## src/rtl/riscv_pkg.sv

```systemverilog
// Shared RISC-V front-end constants: data width, NOP encoding, major opcodes
// and the fetch sequencer state type.
package riscv_pkg;

    localparam int          XLEN      = 32;
    localparam logic [31:0] NOP_INSTR = 32'h0000_0013;

    localparam logic [6:0] OP_LUI    = 7'b0110111;
    localparam logic [6:0] OP_AUIPC  = 7'b0010111;
    localparam logic [6:0] OP_JAL    = 7'b1101111;
    localparam logic [6:0] OP_JALR   = 7'b1100111;
    localparam logic [6:0] OP_BRANCH = 7'b1100011;
    localparam logic [6:0] OP_LOAD   = 7'b0000011;
    localparam logic [6:0] OP_STORE  = 7'b0100011;
    localparam logic [6:0] OP_IMM    = 7'b0010011;
    localparam logic [6:0] OP_REG    = 7'b0110011;

    typedef enum logic {
        BOOT,
        RUN
    } fetch_state_e;

endpackage

```

## src/rtl/fetch_fifo.sv

```systemverilog
// Synchronous FIFO with a flush that dominates same-cycle push/pop.
// The head entry is read directly from the storage registers.
module fetch_fifo #(
    parameter  int WIDTH = 64,
    parameter  int DEPTH = 4,
    localparam int AW    = $clog2(DEPTH),
    localparam int CW    = AW + 1
) (
    input  logic             clk,
    input  logic             rst_n,
    input  logic             i_flush,
    input  logic             i_push,
    input  logic [WIDTH-1:0] i_push_data,
    input  logic             i_pop,
    output logic [WIDTH-1:0] o_head_data,
    output logic             o_empty,
    output logic [CW-1:0]    o_count
);

    logic [WIDTH-1:0] r_mem [DEPTH];
    logic [AW-1:0]    r_wr_ptr;
    logic [AW-1:0]    r_rd_ptr;
    logic [CW-1:0]    r_count;

    logic w_full;
    logic w_do_push;
    logic w_do_pop;

    assign w_full    = (r_count == CW'(DEPTH));
    assign w_do_push = i_push && !i_flush && !w_full;
    assign w_do_pop  = i_pop && !i_flush && (r_count != '0);

    // NOTE: state registers use non-blocking assignments so every flop samples pre-edge values.
    always_ff @(posedge clk or negedge rst_n) begin
        if (!rst_n) begin
            r_wr_ptr <= '0;
            r_rd_ptr <= '0;
            r_count  <= '0;
        end else if (i_flush) begin
            r_wr_ptr <= '0;
            r_rd_ptr <= '0;
            r_count  <= '0;
        end else begin
            if (w_do_push) r_wr_ptr <= r_wr_ptr + AW'(1);
            if (w_do_pop)  r_rd_ptr <= r_rd_ptr + AW'(1);
            r_count <= r_count + CW'(w_do_push) - CW'(w_do_pop);
        end
    end

    // NOTE: storage is not reset; the count qualifies every read, so no reset tree is spent on data.
    always_ff @(posedge clk) begin
        if (w_do_push) r_mem[r_wr_ptr] <= i_push_data;
    end

    assign o_head_data = r_mem[r_rd_ptr];
    assign o_empty     = (r_count == '0);
    assign o_count     = r_count;

    // Upstream credit accounting must never offer a push into a full buffer.
    assert property (@(posedge clk) disable iff (!rst_n) !(i_push && !i_flush && w_full));

endmodule

```

## src/rtl/fetch_unit.sv

```systemverilog
// Instruction fetch stage: owns the PC, issues credited word requests to
// instruction memory, buffers responses and applies controller redirects.
module fetch_unit
    import riscv_pkg::*;
#(
    parameter int              XLEN       = riscv_pkg::XLEN,
    parameter logic [XLEN-1:0] RESET_PC   = '0,
    parameter int              FIFO_DEPTH = 4
) (
    input  logic            clk,
    input  logic            rst_n,
    output logic            imem_req_valid,
    input  logic            imem_req_ready,
    output logic [XLEN-1:0] imem_req_addr,
    input  logic            imem_rsp_valid,
    input  logic [XLEN-1:0] imem_rsp_data,
    input  logic            stall,
    input  logic            pc_sel,
    input  logic [XLEN-1:0] pc_target,
    output logic            instr_valid,
    output logic [XLEN-1:0] instr,
    output logic [XLEN-1:0] instr_pc,
    output logic [6:0]      opcode,
    output logic [2:0]      funct3,
    output logic            funct7b5,
    output logic            misalign_err
);

    localparam int           CW      = $clog2(FIFO_DEPTH) + 1;
    localparam int           EW      = 2 * XLEN;
    localparam logic [CW:0]  CREDITS = (CW + 1)'(FIFO_DEPTH);

    fetch_state_e    r_state;
    logic [XLEN-1:0] r_fetch_pc;
    logic [XLEN-1:0] r_push_pc;
    logic [CW-1:0]   r_outstanding;
    logic [CW-1:0]   r_discard_cnt;
    logic            r_misalign_err;

    logic [CW-1:0]   w_fifo_count;
    logic            w_fifo_empty;
    logic [EW-1:0]   w_head;
    logic [CW:0]     w_credit_used;
    logic [CW-1:0]   w_outstanding_next;
    logic [XLEN-1:0] w_target;
    logic            w_req_fire;
    logic            w_redirect;
    logic            w_discard;
    logic            w_push;
    logic            w_pop;

    // Issue depends only on registered state; a same-cycle pop frees no credit.
    assign w_credit_used  = {1'b0, r_outstanding} + {1'b0, w_fifo_count};
    assign imem_req_valid = (r_state == RUN) && (w_credit_used < CREDITS);
    assign imem_req_addr  = r_fetch_pc;
    assign w_req_fire     = imem_req_valid && imem_req_ready;

    assign instr_valid = !w_fifo_empty;
    assign w_pop       = instr_valid && !stall;
    assign w_redirect  = pc_sel && instr_valid && !stall;
    assign w_target    = {pc_target[XLEN-1:2], 2'b00};

    // Everything accepted but not yet answered after this edge becomes stale on a redirect.
    assign w_outstanding_next = r_outstanding + CW'(w_req_fire) - CW'(imem_rsp_valid);
    assign w_discard          = imem_rsp_valid && ((r_discard_cnt != '0) || w_redirect);
    assign w_push             = imem_rsp_valid && !w_discard;

    always_ff @(posedge clk or negedge rst_n) begin
        if (!rst_n) begin
            r_state        <= BOOT;
            r_fetch_pc     <= RESET_PC;
            r_push_pc      <= RESET_PC;
            r_outstanding  <= '0;
            r_discard_cnt  <= '0;
            r_misalign_err <= 1'b0;
        end else begin
            r_state       <= RUN;
            r_outstanding <= w_outstanding_next;
            if (w_redirect) begin
                r_fetch_pc    <= w_target;
                r_push_pc     <= w_target;
                r_discard_cnt <= w_outstanding_next;
                if (pc_target[1:0] != 2'b00) r_misalign_err <= 1'b1;
            end else begin
                if (w_req_fire) r_fetch_pc <= r_fetch_pc + XLEN'(4);
                if (w_push)     r_push_pc  <= r_push_pc + XLEN'(4);
                if (imem_rsp_valid && (r_discard_cnt != '0))
                    r_discard_cnt <= r_discard_cnt - CW'(1);
            end
        end
    end

    fetch_fifo #(
        .WIDTH (EW),
        .DEPTH (FIFO_DEPTH)
    ) u_fifo (
        .clk         (clk),
        .rst_n       (rst_n),
        .i_flush     (w_redirect),
        .i_push      (w_push),
        .i_push_data ({r_push_pc, imem_rsp_data}),
        .i_pop       (w_pop),
        .o_head_data (w_head),
        .o_empty     (w_fifo_empty),
        .o_count     (w_fifo_count)
    );

    assign instr        = instr_valid ? w_head[XLEN-1:0] : XLEN'(NOP_INSTR);
    assign instr_pc     = instr_valid ? w_head[EW-1:XLEN] : '0;
    assign opcode       = instr[6:0];
    assign funct3       = instr[14:12];
    assign funct7b5     = instr[30];
    assign misalign_err = r_misalign_err;

endmodule

```

## config.mk

```make
export PLATFORM = sky130hd
export DESIGN_NAME = fetch_unit
export DESIGN_NICKNAME = d
export VERILOG_FILES = /design/src/rtl/riscv_pkg.sv /design/src/rtl/fetch_fifo.sv /design/src/rtl/fetch_unit.sv
export SDC_FILE = /design/constraint.sdc
export NUM_CORES = 1
export LEC_CHECK = 0
export CAP_MARGIN = 10
export CELL_PAD_IN_SITES_DETAIL_PLACEMENT = 2
export CELL_PAD_IN_SITES_GLOBAL_PLACEMENT = 2
export CORE_MARGIN = 3
export CORE_UTILIZATION = 43
export DETAILED_ROUTE_END_ITERATION = 16
export PLACE_DENSITY_LB_ADDON = 0.1
export SLEW_MARGIN = 40
export SYNTH_ARGS = -nofsm -noshare
export SYNTH_HDL_FRONTEND = slang
export SYNTH_SLANG_ARGS = --single-unit
```

## constraint.sdc

```tcl
create_clock -name clk -period 9.06 [get_ports clk]
set_input_delay 1.812 -clock clk [delete_from_list [all_inputs] [get_ports clk]]
set_output_delay 1.812 -clock clk [all_outputs]
set_load 0.005 [all_outputs]
```

==> run metrics <==
status=finished clean; post-synthesis compound-gate area fraction=0.0272; Leak=5.70 nW; Final Cycle Share=0.555; All-Layer GR Usage=0.244; Yosys top cell area share=0.546; top-level I/O count=180; Vias=8152; adder-cell area share of the yosys netlist=0.0158; Hold WS=0.513 ns; clk_lat worst skew=0.50 ns; most common cell after layout, fill and taps aside=edfxtp_1; area share of and/or/nand/nor cells after synthesis=0.102; busiest grt layer=met2; antenna violations before repair=0; chip height=184 µm; ant diodes=0; final hold viol count=0; WP data required=7.25 ns; synth-to-layout area growth=24.2%; GRT met3 Usage=0.0374; CTS root buf=clkbuf_16; crit-path cells=buf_6 > mux4_2 > or2_2 > clkdlybuf4s50_1; M1 GR Usage=0.326; port buffer count=175; RSZ-0062 raised after global routing=no; initial core utilization=0.441; maximum clock insertion buffer count=3; mux share of post-synthesis cell area=0.104; number of CTS-inserted buffers=35; Resized cells post-CTS=0; Layout Cells excl Fill=1442; fmax=199 MHz; peak supply drop=120 µV; H-Tree Depth=2; Hold Buf Count CTS=0; largest cells by area after synthesis=edfxtp_1, dfrtp_1, mux4_2; slowest stage cell, crit path=dfrtp_4; EDFF count, synth=248; vias in the first global route=9380; met2 usage=0.426; post-synthesis sequential area ratio=0.684; Seq cells post-synth=323; worst-margin pin slew=0.756 ns; most frequent cells in the layout=edfxtp_1, clkdlybuf4s50_1, dfrtp_1; Residual DRC=0; CTS tree=yes; Startpoint Class=flip-flop; fill count=2739; max cap viols=0; CP Class=flip-flop to primary output; largest net degree at the start of global routing=82; post-CTS setup buffers=0; total iterations of the first detailed-routing run=5; Worst Path Arrival=3.22 ns; layout cells sized above 1=0.145; Most used DFF post-synth=edfxtp_1; Pwr Total=5.66 mW; GRT overflow=0; count of pins over their slew limit=0; Mean Syn Cell Area=16.1 µm²; # clock sinks=323; count of final setup violators=0; DR WL/cell=28.1 µm; row cnt=64; post-route setup TNS=0 ns; Final HPWL DP=24900 µm; first-pass GRT wire length=61900 µm; library cells used by synthesis=46; Post-Syn Area=0.0136 mm²; Clock transition at path regs=0.06 ns; Min Clock Period, post-route=5.03 ns; die area=0.0339 mm²; Post-Synth XOR/XNOR Area=0.0411; routability cong.=0.754; Buf+Inv Stages, Crit Path=2; largest family of logic cells by synthesized area=multiplexers; Max Clock Skew=0.0111 ns; delay-heaviest family, CP=buffers and inverters; crit end category=primary output; Nets=1106; slowest stage delay, CP=0.77 ns; PD cells=335 mW/mm²; yosys warns=0; Core Area=0.0309 mm²; placed cell count=1379; area leader, netlist=edfxtp_1; Min-Delay Path Class=flip-flop to flip-flop; Detail Route Antenna Nets=0; maximum fanout along the worst path=39; Avg Vias per Cell=5.65; Post-synth ARST share=0.232; Die X=184 µm; Post-Route WL=40600 µm; drt first-iter violations=493; worst rel slew slack=0.496; Post-Synthesis Cells=848
==> worst paths after layout <==
kind / startpoint / to / slack, ns / depth (start not counted)
worst min-delay path: misalign_err / misalign_err / 0.51 / 1
worst min register to register: misalign_err / misalign_err / 0.51 / 1
max in group asynchronous: rst_n / u_fifo.r_rd_ptr[0] / 6.74 / 2
worst max register to register: u_fifo.o_count[1] / u_fifo.o_count[2] / 5.53 / 11
worst max-delay path: u_fifo.r_rd_ptr[0] / instr[1] / 4.03 / 4
min in group asynchronous: rst_n / imem_req_addr[22] / 1.29 / 1
==> worst reg2reg max path: stages (launching register included) <==
cell and delay (ns):
dfrtp_1 0.49, nor3_4 0.52, clkinv_1 0.24, nand3_2 0.14, buf_6 0.46, and3_1 0.45, ha_1 0.21, inv_1 0.05
fa_1 0.38, xor2_1 0.23, xnor2_1 0.15, nor2_1 0.06
==> layout make-up <==
type	count	area (µm²)	area share
clock buffers	50	1030	0.0606
clock inverters	13	146	0.00865
repair buffers	184	1840	0.109
inverters	18	67.6	0.00399
multi-input cells	458	4020	0.237
well taps	396	495	0.0293
flip-flops and latches	323	9330	0.551
==> cell usage after synthesis, types with 2 or more instances <==
| master | instances |
|---|---|
| nor4_2 | 3 |
| ha_1 | 14 |
| o21ai_1 | 3 |
| buf_2 | 10 |
| o21ai_0 | 11 |
| and4_1 | 5 |
| a31oi_1 | 2 |
| clkbuf_1 | 25 |
| fa_1 | 2 |
| nand4_1 | 18 |
| nor4_4 | 2 |
| dfrtp_1 | 75 |
| buf_4 | 17 |
| inv_1 | 16 |
| nor4b_4 | 2 |
| nand4_2 | 2 |
| a21oi_1 | 53 |
| nand3_1 | 24 |
| and3_1 | 11 |
| nor2_1 | 43 |
| nor3_1 | 13 |
| mux2i_1 | 2 |
| nor3_2 | 2 |
| xor2_1 | 30 |
| or3_1 | 2 |
| nor4_1 | 4 |
| xnor2_1 | 34 |
| or2_2 | 3 |
| conb_1 | 2 |
| and2_1 | 65 |
| nand4b_1 | 2 |
| mux4_2 | 62 |
| edfxtp_1 | 248 |
| or4_2 | 2 |
| nand2_1 | 28 |
==> cell families (layout without fill, tap and decap cells) <==
group | Yosys count | count (layout)
XOR/XNOR | 64 | 64
AO/OA/AOI/OAI | 72 | 72
multiplexers | 64 | 64
AND/OR/NAND/NOR | 237 | 237
adder cells (fa/ha/maj) | 16 | 16
other | 2 | 5
buffers and inverters | 70 | 265
flip-flops | 323 | 323
==> registers in the layout, summed over array words and instances (netlist names), 2 cells and up <==
signal           count
u_fifo.o_count       3
u_fifo.r_mem       248
imem_req_addr       30
u_fifo.r_rd_ptr      2
u_fifo.r_wr_ptr      2
r_outstanding        3
r_push_pc           30
r_discard_cnt        3
==> stage by stage <==
step                       util  cell area (µm²)  setup WS [ns]
after floorplan               -            13600           4.67
after global placement    0.508            15700           4.12
after detailed placement  0.509            15700           4.19
after CTS                 0.547            16900           3.70
after global routing      0.547            16900           3.81
final                     0.547            16900           4.03
==> layer usage <==
| metal | up-vias | share of wire |
|---|---|---|
| met5 | - | 0 |
| met4 | 0 | 0.018 |
| li1 | 3529 | - |
| met3 | 49 | 0.046 |
| met2 | 280 | 0.52 |
| met1 | 4294 | 0.42 |
==> power by group <==
part,internal [mW],leakage [nW],switching (mW)
Clock,0.877,0.570,0.599
Combinational,1.04,2.06,0.832
Sequential,1.91,3.07,0.407
Total,3.82,5.70,1.84
(Power assumes the default switching activity.)
